## src/rtl/lfsr_prbs.sv

```systemverilog
// lfsr_prbs: Fibonacci PRBS generator plus self-synchronising PRBS checker.
// The generator emits the MSB of its LFSR; the checker shifts received bits
// into its own LFSR image and predicts each incoming bit from the taps.
// After WIDTH samples the checker is locked. Mismatches are flagged,
// counted in a saturating counter and tracked per window for loss of lock.

module lfsr_prbs #(
  parameter int unsigned WIDTH    = 32,
  parameter logic [63:0] TAPS     = 64'h0000_0000_8020_0003,
  parameter logic [63:0] SEED     = 64'h0000_0000_0000_0001,
  parameter int unsigned CNT_W    = 16,
  parameter int unsigned WIN      = 256,
  parameter int unsigned LOSS_THR = 8
) (
  input  logic             Clk,
  input  logic             ARst,
  input  logic             Enable,
  input  logic             InjErr,
  output logic             GenOut,
  input  logic             ChkIn,
  input  logic             ClrCnt,
  output logic             Locked,
  output logic             ErrPulse,
  output logic [CNT_W-1:0] ErrCnt
);

  // Counter widths sized to hold their terminal values.
  localparam int unsigned SYNC_W = $clog2(WIDTH + 1);
  localparam int unsigned WIN_W  = $clog2(WIN);
  localparam int unsigned WERR_W = $clog2(LOSS_THR + 1);

  localparam logic [WIDTH-1:0]  TAP_MASK  = TAPS[WIDTH-1:0];
  localparam logic [WIDTH-1:0]  SEED_VAL  = SEED[WIDTH-1:0];
  localparam logic [SYNC_W-1:0] SYNC_LAST = SYNC_W'(WIDTH - 1);
  localparam logic [WIN_W-1:0]  WIN_LAST  = WIN_W'(WIN - 1);
  localparam logic [WERR_W-1:0] WERR_LAST = WERR_W'(LOSS_THR - 1);
  localparam logic [CNT_W-1:0]  CNT_MAX   = {CNT_W{1'b1}};

  typedef enum logic {
    ST_SYNC   = 1'b0,
    ST_LOCKED = 1'b1
  } state_t;

  // Feedback / prediction bit: parity of the tapped state bits.
  function automatic logic tap_parity(input logic [WIDTH-1:0] v);
    return ^(v & TAP_MASK);
  endfunction

  // Generator state
  logic [WIDTH-1:0]  gen_q, gen_d;
  logic              inj_q, inj_d;

  // Checker state
  logic [WIDTH-1:0]  chk_q, chk_d;
  state_t            state_q, state_d;
  logic [SYNC_W-1:0] sync_q, sync_d;
  logic [WIN_W-1:0]  win_q, win_d;
  logic [WERR_W-1:0] werr_q, werr_d;
  logic [CNT_W-1:0]  cnt_q, cnt_d;
  logic              pulse_q, pulse_d;
  logic              locked_q, locked_d;

  logic              pred_s;
  logic              err_s;
  logic              cnt_inc_s;

  // Generator next state: shift in feedback, recover from the all-zero lockup.
  always_comb begin
    gen_d = gen_q;
    if (Enable) begin
      if (gen_q == '0) begin
        gen_d = SEED_VAL;
      end else begin
        gen_d = {gen_q[WIDTH-2:0], tap_parity(gen_q)};
      end
    end else begin
      gen_d = gen_q;
    end
  end

  // Injection arm: set by a request, dropped after one emitted bit has gone out.
  always_comb begin
    inj_d = inj_q;
    if (inj_q) begin
      if (Enable) begin
        inj_d = 1'b0;
      end else begin
        inj_d = 1'b1;
      end
    end else begin
      inj_d = InjErr;
    end
  end

  // Checker prediction from the received-bit history.
  always_comb begin
    pred_s = tap_parity(chk_q);
    err_s  = (ChkIn != pred_s);
  end

  // Checker history, lock FSM, window tracking and error pulse.
  always_comb begin
    chk_d     = chk_q;
    state_d   = state_q;
    sync_d    = sync_q;
    win_d     = win_q;
    werr_d    = werr_q;
    pulse_d   = 1'b0;
    cnt_inc_s = 1'b0;
    if (Enable) begin
      chk_d = {chk_q[WIDTH-2:0], ChkIn};
      case (state_q)
        ST_SYNC: begin
          if (sync_q == SYNC_LAST) begin
            state_d = ST_LOCKED;
            sync_d  = '0;
          end else begin
            sync_d  = sync_q + SYNC_W'(1);
          end
        end
        ST_LOCKED: begin
          if (err_s) begin
            pulse_d   = 1'b1;
            cnt_inc_s = 1'b1;
          end else begin
            pulse_d   = 1'b0;
            cnt_inc_s = 1'b0;
          end
          if (err_s && (werr_q == WERR_LAST)) begin
            // Too many errors in this window: drop lock and resynchronise.
            state_d = ST_SYNC;
            sync_d  = '0;
            win_d   = '0;
            werr_d  = '0;
          end else if (win_q == WIN_LAST) begin
            win_d  = '0;
            werr_d = '0;
          end else begin
            win_d = win_q + WIN_W'(1);
            if (err_s) begin
              werr_d = werr_q + WERR_W'(1);
            end else begin
              werr_d = werr_q;
            end
          end
        end
        default: begin
          state_d = ST_SYNC;
          sync_d  = '0;
          win_d   = '0;
          werr_d  = '0;
        end
      endcase
    end else begin
      chk_d = chk_q;
    end
    locked_d = (state_d == ST_LOCKED);
  end

  // Saturating error counter; a clear wins over a coincident increment.
  always_comb begin
    cnt_d = cnt_q;
    if (ClrCnt) begin
      cnt_d = '0;
    end else if (cnt_inc_s && (cnt_q != CNT_MAX)) begin
      cnt_d = cnt_q + CNT_W'(1);
    end else begin
      cnt_d = cnt_q;
    end
  end

  // Generator registers.
  always_ff @(posedge Clk or posedge ARst) begin
    if (ARst) begin
      gen_q <= SEED_VAL;
      inj_q <= 1'b0;
    end else begin
      gen_q <= gen_d;
      inj_q <= inj_d;
    end
  end

  // Checker, FSM and counter registers.
  always_ff @(posedge Clk or posedge ARst) begin
    if (ARst) begin
      chk_q    <= '0;
      state_q  <= ST_SYNC;
      sync_q   <= '0;
      win_q    <= '0;
      werr_q   <= '0;
      cnt_q    <= '0;
      pulse_q  <= 1'b0;
      locked_q <= 1'b0;
    end else begin
      chk_q    <= chk_d;
      state_q  <= state_d;
      sync_q   <= sync_d;
      win_q    <= win_d;
      werr_q   <= werr_d;
      cnt_q    <= cnt_d;
      pulse_q  <= pulse_d;
      locked_q <= locked_d;
    end
  end

  // The injected inversion is applied on the way out only, leaving gen_q intact.
  assign GenOut   = gen_q[WIDTH-1] ^ inj_q;
  assign Locked   = locked_q;
  assign ErrPulse = pulse_q;
  assign ErrCnt   = cnt_q;

endmodule

```

## config.mk

```make
export PLATFORM = sky130hd
export DESIGN_NAME = lfsr_prbs
export DESIGN_NICKNAME = d
export VERILOG_FILES = /design/src/rtl/lfsr_prbs.sv
export SDC_FILE = /design/constraint.sdc
export NUM_CORES = 1
export LEC_CHECK = 0
export CAP_MARGIN = 20
export CELL_PAD_IN_SITES_DETAIL_PLACEMENT = 0
export CELL_PAD_IN_SITES_GLOBAL_PLACEMENT = 1
export CORE_UTILIZATION = 35
export CTS_BUF_LIST = sky130_fd_sc_hd__clkbuf_4
export CTS_CLUSTER_SIZE = 8
export DETAILED_ROUTE_END_ITERATION = 10
export PLACE_DENSITY = 0.69
export SYNTH_ARGS = -nofsm -noshare
export SYNTH_HDL_FRONTEND = slang
export SYNTH_SLANG_ARGS = --single-unit
```

## constraint.sdc

```tcl
create_clock -name Clk -period 4.5 [get_ports Clk]
set_input_delay 0.9 -clock Clk [delete_from_list [all_inputs] [get_ports Clk]]
set_output_delay 0.9 -clock Clk [all_outputs]
set_load 0.01 [all_outputs]
```

Word-level counts from Yosys, hierarchy flattened
Index checks and enable logic that the tools add are counted.
{"block": "totals", "ff_bits": 101, "latch_bits": 0, "ramBits": 0, "romBits": 0, "inputBits": 6, "out_inout_bits": 19, "wordCells": 50, "mem_count": 0}
{"block": "op_classes", "addsub": 4, "multipliers": 0, "div": 0, "n_lt_le_gt_ge": 0, "n_eq_ne": 6, "shift": 0, "mux": 19, "n_bitwise": 2, "n_reduce_logical": 10}
{"cell": "parity 32 bit", "n": 2}
{"cell": "logical NOT 32 bit", "n": 1}
{"cell": "2-to-1 mux 16 bit", "n": 2}
{"cell": "2-to-1 mux 32 bit", "n": 1}
{"cell": "adder 16 x 1 -> 16 bit, second input constant", "n": 1}
{"cell": "2-to-1 mux 8 bit", "n": 2}
{"cell": "inequality test 16 bit, second input constant", "n": 1}
{"cell": "2-to-1 mux 4 bit", "n": 3}
{"cell": "2-to-1 mux 6 bit", "n": 2}
{"cell": "case mux 6 bit (2 select lines)", "n": 1}
{"cell": "adder 8 x 1 -> 8 bit, second input constant", "n": 1}
{"cell": "equality test 8 bit, second input constant", "n": 1}
{"cell": "2-to-1 mux 1 bit", "n": 7}
{"cell": "adder 6 x 1 -> 6 bit, second input constant", "n": 1}
{"cell": "equality test 6 x 5 -> 1 bit, second input constant", "n": 1}
{"cell": "adder 4 x 1 -> 4 bit, second input constant", "n": 1}
{"cell": "equality test 4 x 3 -> 1 bit, second input constant", "n": 1}
{"cell": "AND reduction 2 bit", "n": 2}
{"cell": "AND reduction 3 bit", "n": 1}
{"cell": "nonzero test 3 bit", "n": 1}
{"cell": "logical AND 1 bit", "n": 2}
{"cell": "inequality test 2 x 1 -> 1 bit, second input constant", "n": 1}
{"cell": "case mux 1 bit (2 select lines)", "n": 1}
{"cell": "nonzero test 2 bit", "n": 1}
{"cell": "3 further kinds", "n": 3}

Longest topological paths before layout
Gate-level depths: netlist of run 1.
{"block": "logic_depth", "depth_word": 8, "mapped_depth": 7, "mapped_depth_nobuf": 7}

Worst setup path after synthesis of run 1
OpenSTA, ideal clock, no wires.
{"block": "synth_timing", "path_type": "input to register", "start": "input ChkIn", "end": "register cnt_q[3] (netlist: ErrCnt[3])", "setup_ns": 0.078, "arrival_time_ns": 2.217, "slack_ns": 2.205, "stages": 6, "path_buffers": 1, "path_cell_list": "xor2_1 > xnor2_4 > o211ai_2 > buf_2 > or3_1 > a21oi_1"}
{"block": "synth_between", "elab_chain_len": 6}
{"element": "from (decl)", "line": "20", "source": "input logic ChkIn,"}
{"element": "inequality test 1 bit", "line": "98", "source": "err_s = (ChkIn != pred_s);"}
{"element": "2-to-1 mux 1 bit", "line": "122", "source": "if (err_s) begin"}
{"element": "2-to-1 mux 1 bit", "line": "112", "source": "case (state_q)"}
{"element": "2-to-1 mux 1 bit", "line": "110", "source": "if (Enable) begin"}
{"element": "logical AND 1 bit", "line": "165", "source": "end else if (cnt_inc_s && (cnt_q != CNT_MAX)) begin"}
{"element": "nonzero test 2 bit (no source line)"}
{"element": "to (signal assigned)", "line": "200", "source": "cnt_q <= cnt_d;"}
{"element": "to (decl)", "line": "59", "source": "logic [CNT_W-1:0] cnt_q, cnt_d;"}
Every way passes these cells.
A chain may end at the register's enable or synchronous reset.

Final worst setup path of run 1
{"block": "layout_timing", "start": "input ChkIn", "end": "register cnt_q[5] (netlist: ErrCnt[5])"}
The elaborated chain is that of the path after synthesis.

==> results of run 1 <==
==> sequential cells by signal (all words and copies together), names as in the netlist <==
register and cells:
chk_q 32, gen_q 32, ErrCnt 16, win_q 8, sync_q 6, werr_q 4
ErrPulse 1, Locked 1, inj_q 1
==> cell type report <==
type	instances	share of cell area
Sequential cell	101	0.506
Tap cell	168	0.0420
Clock inverter	6	0.0170
Multi-Input combinational cell	236	0.361
Clock buffer	10	0.0150
Timing Repair Buffer	27	0.0516
Inverter	10	0.00801
==> path summary, 6_finish.rpt <==
kind,depth (start not counted),slack [ns],end,startpoint
setup / recovery,6,1.91,ErrCnt[5]$_DFFE_PP0P_,ChkIn
hold / removal,1,0.49,werr_q[3]$_DFFE_PP0P_,werr_q[3]$_DFFE_PP0P_
setup reg to reg,5,2.24,ErrCnt[5]$_DFFE_PP0P_,chk_q[1]$_DFFE_PP0P_
hold reg to reg,1,0.49,werr_q[3]$_DFFE_PP0P_,werr_q[3]$_DFFE_PP0P_
max in group asynchronous,3,2.78,gen_q[0]$_DFFE_PP1P_,ARst
min in group asynchronous,2,0.90,gen_q[15]$_DFFE_PP0P_,ARst
==> logic make-up (layout without fill, tap and decap cells) <==
group | after synthesis | after routing | share of synthesized area
compound gates | 55 | 55 | 0.0832
xor+xnor | 12 | 12 | 0.0311
fa+ha+maj | 5 | 5 | 0.0142
buf+inv | 23 | 53 | 0.0198
flops | 101 | 101 | 0.572
mux | 64 | 64 | 0.163
simple gates | 100 | 100 | 0.117
==> power groups by stage <==
stage / clock [W] / combinational, W / sequential, W
3_3_place_gp: 0 / 0.000629 / 0.00144
3_5_place_dp: 0 / 0.000657 / 0.00144
4_1_cts: 0.000545 / 0.000658 / 0.00142
2_1_floorplan: 0 / 0.000540 / 0.00138
5_1_grt: 0.000579 / 0.000724 / 0.00148
6_report: 0.000524 / 0.000645 / 0.00142
==> layer usage <==
layer	share of wire	vias to the layer above
met2	0.49	38
met5	0	-
met4	0.015	0
li1	-	1360
met1	0.47	1407
met3	0.029	9
==> metrics by stage <==
stage	hold slack (ns)	cells	area (um2)
after detailed placement	0.458	542	4840
after floorplan	0.436	360	4420
after global placement	0.460	542	4840
final	0.487	558	5000
after global routing	0.503	558	5000
after CTS	0.479	558	5000
==> Yosys cell counts (all sizes together), types with 4 or more instances <==
library cell,number,area share
dfrtp,100,0.57
mux2,62,0.16
nand2,23,0.020
nand3,17,0.019
nor2,17,0.014
o21ai,16,0.018
a21oi,15,0.017
inv,10,0.0085
clkbuf,8,0.0068
nor3,8,0.0091
o31ai,7,0.012
nor4,6,0.0085
or3,6,0.0085
xor2,6,0.012
buf,5,0.0045
ha,5,0.014
nand4,5,0.0071
xnor2,5,0.014
or4,4,0.0068
==> metrics.csv, run 1 <==
metric;value;unit
EDFF count, synth;0;
final hold violation count;0;
post_cts resized;0;
switch share;0.306;
pre-CTS setup slack;1.44;ns
Worst EP required;4.88;ns
final wirelength;7410;um
VDD IR max;0.000144;V
DRT antenna net count;0;
first-pass GRT wire length;13300;um
fin crit share;0.575;
Ant. Diodes;0;
Ys Warns;0;
Buf/Inv on CP;1;
CP top delay family;XOR/XNOR gates;
Placeable Area;12200;um2
slew margin rel.;0.418;
GPL Wtd Cong;0.744;
post-layout minimum cycle time;2.59;ns
Num Clock Sinks;101;
PortBufs;24;
clk_skew;0.0178;ns
internal power;0.00180;W
synthesized cell area;4420;um2
Pins Over Slew Limit;0;
most frequent cells in the layout;dfrtp_1 (100), mux2_2 (62), nand2_1 (23), clkdlybuf4s50_1 (23);
Hold Path Class;flip-flop to flip-flop;
fin util;0.411;
slowest library cell on the worst path;or4_1;
Critical Path, Cell by Cell;clkdlybuf4s50_1, xor2_1, xnor2_4, o211ai_2, or4_1, a21oi_1;
Startpoint Class;input pin;
Most used DFF post-synth;dfrtp_1;
Mapped Cells;360;
asr flop ratio synth;1.00;
CTS Buffer Depth;2;
IO Pins;25;
Initial DRT Pass Iterations;4;
grt met1 use;0.156;
cts bufs inserted;9;
Synthesized Nets;371;
Clk pwr share;0.202;
register area;2530;um2
number of vias per cell;5.04;
Least-Margin Pin Slew;0.872;ns
vias in the first global route;2881;
leading cell type in the layout, fill and taps excluded;dfrtp_1;
Max Fclk;386;MHz
layout cells sized above 1;0.226;
post-synthesis sequential area ratio;0.572;
CTS tree;done;
fill cell count;1137;
CP arrival;2.96;ns
flops & latches, synth;101;
gr ovfl total;0;
largest net degree at the start of global routing;77;
Reg power frac;0.549;
Setup crit end kind;flip-flop;
Die ar.;13100;um2
final worst setup slack;1.91;ns
Unique masters post-synth;46;
Max-Cap Viols;0;
GRT Total Usage;0.128;
RSZ-0062 raised after global routing;false;
Avg Inst Size Synth;12.3;um2
crit path max fanout;14;
initial antenna violation count;0;
Hold Buf Count CTS;0;
Worst-Skew Late Latency;0.46;ns
final setup fails;0;
Critical Path Max Stage Delay;0.54;ns
Avg WL per Cell;13.3;um
Initial Util;0.363;
multi-input logic area;1800;um2
CTS root buffer;clkbuf_4;
NumNets Final;396;
Setup TNS;0;ns
GR Layer Usage met3;0.0312;
DIE WIDTH;114;um
WS Path Type;input pin to flip-flop;
die height;114;um
post-detail-place hpwl;4890;um
Iter 0 DRT Violations;143;
static leakage;2.13;nW
met2 global-route usage;0.211;
postcts setup bufs;0;
Post-route DRC;0;
total power;0.00259;W
synth-to-layout area growth;13.1;%
standard-cell rows;40;
CTS H-Tree Depth;3;
Sw Pwr;0.000793;W
GR peak layer;met2;
status;complete, no violations;
Worst-path clk slew;0.14;ns
DR vias;2814;
Gate power share;0.249;
pwr dens;519;nW/um2
No activity file was read; power rests on OpenSTA's default activity.
==> inputs of run 2 (changes only) <==
- clock period: 4.5 -> 2.61 ns (I/O delays scaled with it)
==> run 2 against run 1 <==
Register-to-register slack lost 1.7 ns. Critical path depth shrank 4. Sequential share of layout area shrank 0.39 points. Hold slack lost 0.11 ns. Non-clock buffer count grew 5. Sequential power grew 73%. Sequential cell count is the same. Combinational power grew 77%. Clock power grew 63%.
==> metrics.csv, run 2 (synthesis gave the netlist of run 1 again) <==
metric;value;unit
status;complete, no violations;
Post-route DRC;0;
clk_skew;0.00959;ns
die height;114;um
Worst EP required;2.09;ns
leading cell type in the layout, fill and taps excluded;dfrtp_1;
Die ar.;13100;um2
Hold Buf Count CTS;0;
hold path endpoint;Locked$_DFFE_PP0P_;
Worst-path clk slew;0.16;ns
Ant. Diodes;0;
Pins Over Slew Limit;0;
pwr dens;885;nW/um2
DR vias;2839;
cts bufs inserted;9;
fin crit share;0.831;
synth-to-layout area growth;14.0;%
DRT antenna net count;0;
FF-to-FF Start;ErrCnt[0]$_DFFE_PP0P_;
post-detail-place hpwl;4920;um
DIE WIDTH;114;um
total power;0.00446;W
CP arrival;1.65;ns
Critical Path Max Stage Delay;0.56;ns
Avg WL per Cell;13.3;um
standard-cell rows;40;
minimum hold slack;0.375;ns
CP top delay family;buffers and inverters;
CTS tree;done;
Initial Util;0.363;
final wirelength;7510;um
post_cts resized;0;
static leakage;2.14;nW
Worst R2R Path Depth;7;
CTS root buffer;clkbuf_4;
Reg-to-Reg End;ErrCnt[1]$_DFFE_PP0P_;
IO Pins;25;
final setup fails;0;
layout cells sized above 1;0.238;
Buf/Inv on CP;1;
worst hold stages;3;
NumNets Final;401;
largest net degree at the start of global routing;75;
slowest library cell on the worst path;clkdlybuf4s50_1;
Placeable Area;12200;um2
CTS H-Tree Depth;3;
Critical Path, Cell by Cell;xor2_1, clkdlybuf4s50_1;
most frequent cells in the layout;dfrtp_1 (100), mux2_2 (62), nand2_1 (23), clkdlybuf4s50_1 (23);
WS Path Type;flip-flop to output pin;
Max Fclk;461;MHz
Iter 0 DRT Violations;112;
CTS Buffer Depth;2;
VDD IR max;0.000476;V
RSZ-0062 raised after global routing;false;
Least-Margin Pin Slew;0.869;ns
number of vias per cell;5.04;
first-pass GRT wire length;13400;um
gr ovfl total;0;
vias in the first global route;2903;
fill cell count;1167;
postcts setup bufs;0;
PortBufs;24;
post-layout minimum cycle time;2.17;ns
Startpoint Class;flip-flop;
final hold violation count;0;
Worst-Skew Late Latency;0.45;ns
GPL Wtd Cong;0.776;
Hold Path Class;input pin to flip-flop;
crit path max fanout;4;
reg2reg setup slack;0.54;ns
Num Clock Sinks;101;
HP Start;Enable;
slew margin rel.;0.421;
Setup TNS;0;ns
Initial DRT Pass Iterations;4;
GRT Total Usage;0.130;
Setup crit end kind;output pin;
initial antenna violation count;0;
Max-Cap Viols;0;
==> run 2: cell count changes in the layout (fill, tap and decap cells not counted), sizes merged <==
cell	previous run	this run
buf	4	9
bufinv	2	1
clkbuf	10	9
clkinv	2	1
clkinvlp	1	2
inv	11	13
==> run 2: layout make-up <==
class	count	area, um2	area share
clock buffers	9	67.6	0.0134
clock inverters	7	80.1	0.0159
inverters	10	41.3	0.00819
multi-input cells	236	1800	0.358
flip-flops and latches	101	2530	0.502
well taps	168	210	0.0417
repair buffers	32	308	0.0611
==> run 2: worst max path at each step <==
stage | endpoint | depth (start not counted) | startpoint
final | GenOut | 2 | gen_q[31]$_DFFE_PP0P_
after CTS | GenOut | 2 | gen_q[31]$_DFFE_PP0P_
after global placement | ErrCnt[4]$_DFFE_PP0P_ | 7 | ChkIn
after detailed placement | werr_q[3]$_DFFE_PP0P_ | 8 | ChkIn
after floorplan | ErrCnt[3]$_DFFE_PP0P_ | 7 | Locked$_DFFE_PP0P_
after global routing | GenOut | 2 | gen_q[31]$_DFFE_PP0P_
==> run 2: worst reg2reg max path, stage by stage, from the launching register on <==
cell and delay [ns]:
dfrtp_1 0.43, ha_1 0.21, nand2_1 0.13, or3_1 0.40, o211ai_2 0.34, buf_4 0.21
mux2i_1 0.18, nor2_1 0.05
==> run 2: layer usage <==
metal	track usage	up-vias	wire length [um]	share of wire
met2	0.219	42	3580	0.48
li1	-	1380	-	-
met5	0	-	0	0
met4	0.0494	0	118	0.016
met3	0.0355	10	246	0.033
met1	0.158	1407	3570	0.48
==> run 2: per-stage QoR <==
step,instance area (um2),setup WS (ns),util,instances
2_1_floorplan,4420,0.650,-,360
3_3_place_gp,4890,0.0692,0.402,547
3_5_place_dp,4890,0.0364,0.402,547
4_1_cts,5040,0.371,0.414,563
5_1_grt,5040,0.324,0.414,563
6_report,5040,0.440,0.414,563
==> run 2: power by group <==
| group | switching [W] | internal [W] | total [W] | leakage [nW] |
|---|---|---|---|---|
| clock network | 0.000546 | 0.000308 | 0.000854 | 0.0792 |
| logic | 0.000489 | 0.000655 | 0.00114 | 0.770 |
| registers | 0.000382 | 0.00208 | 0.00246 | 1.30 |
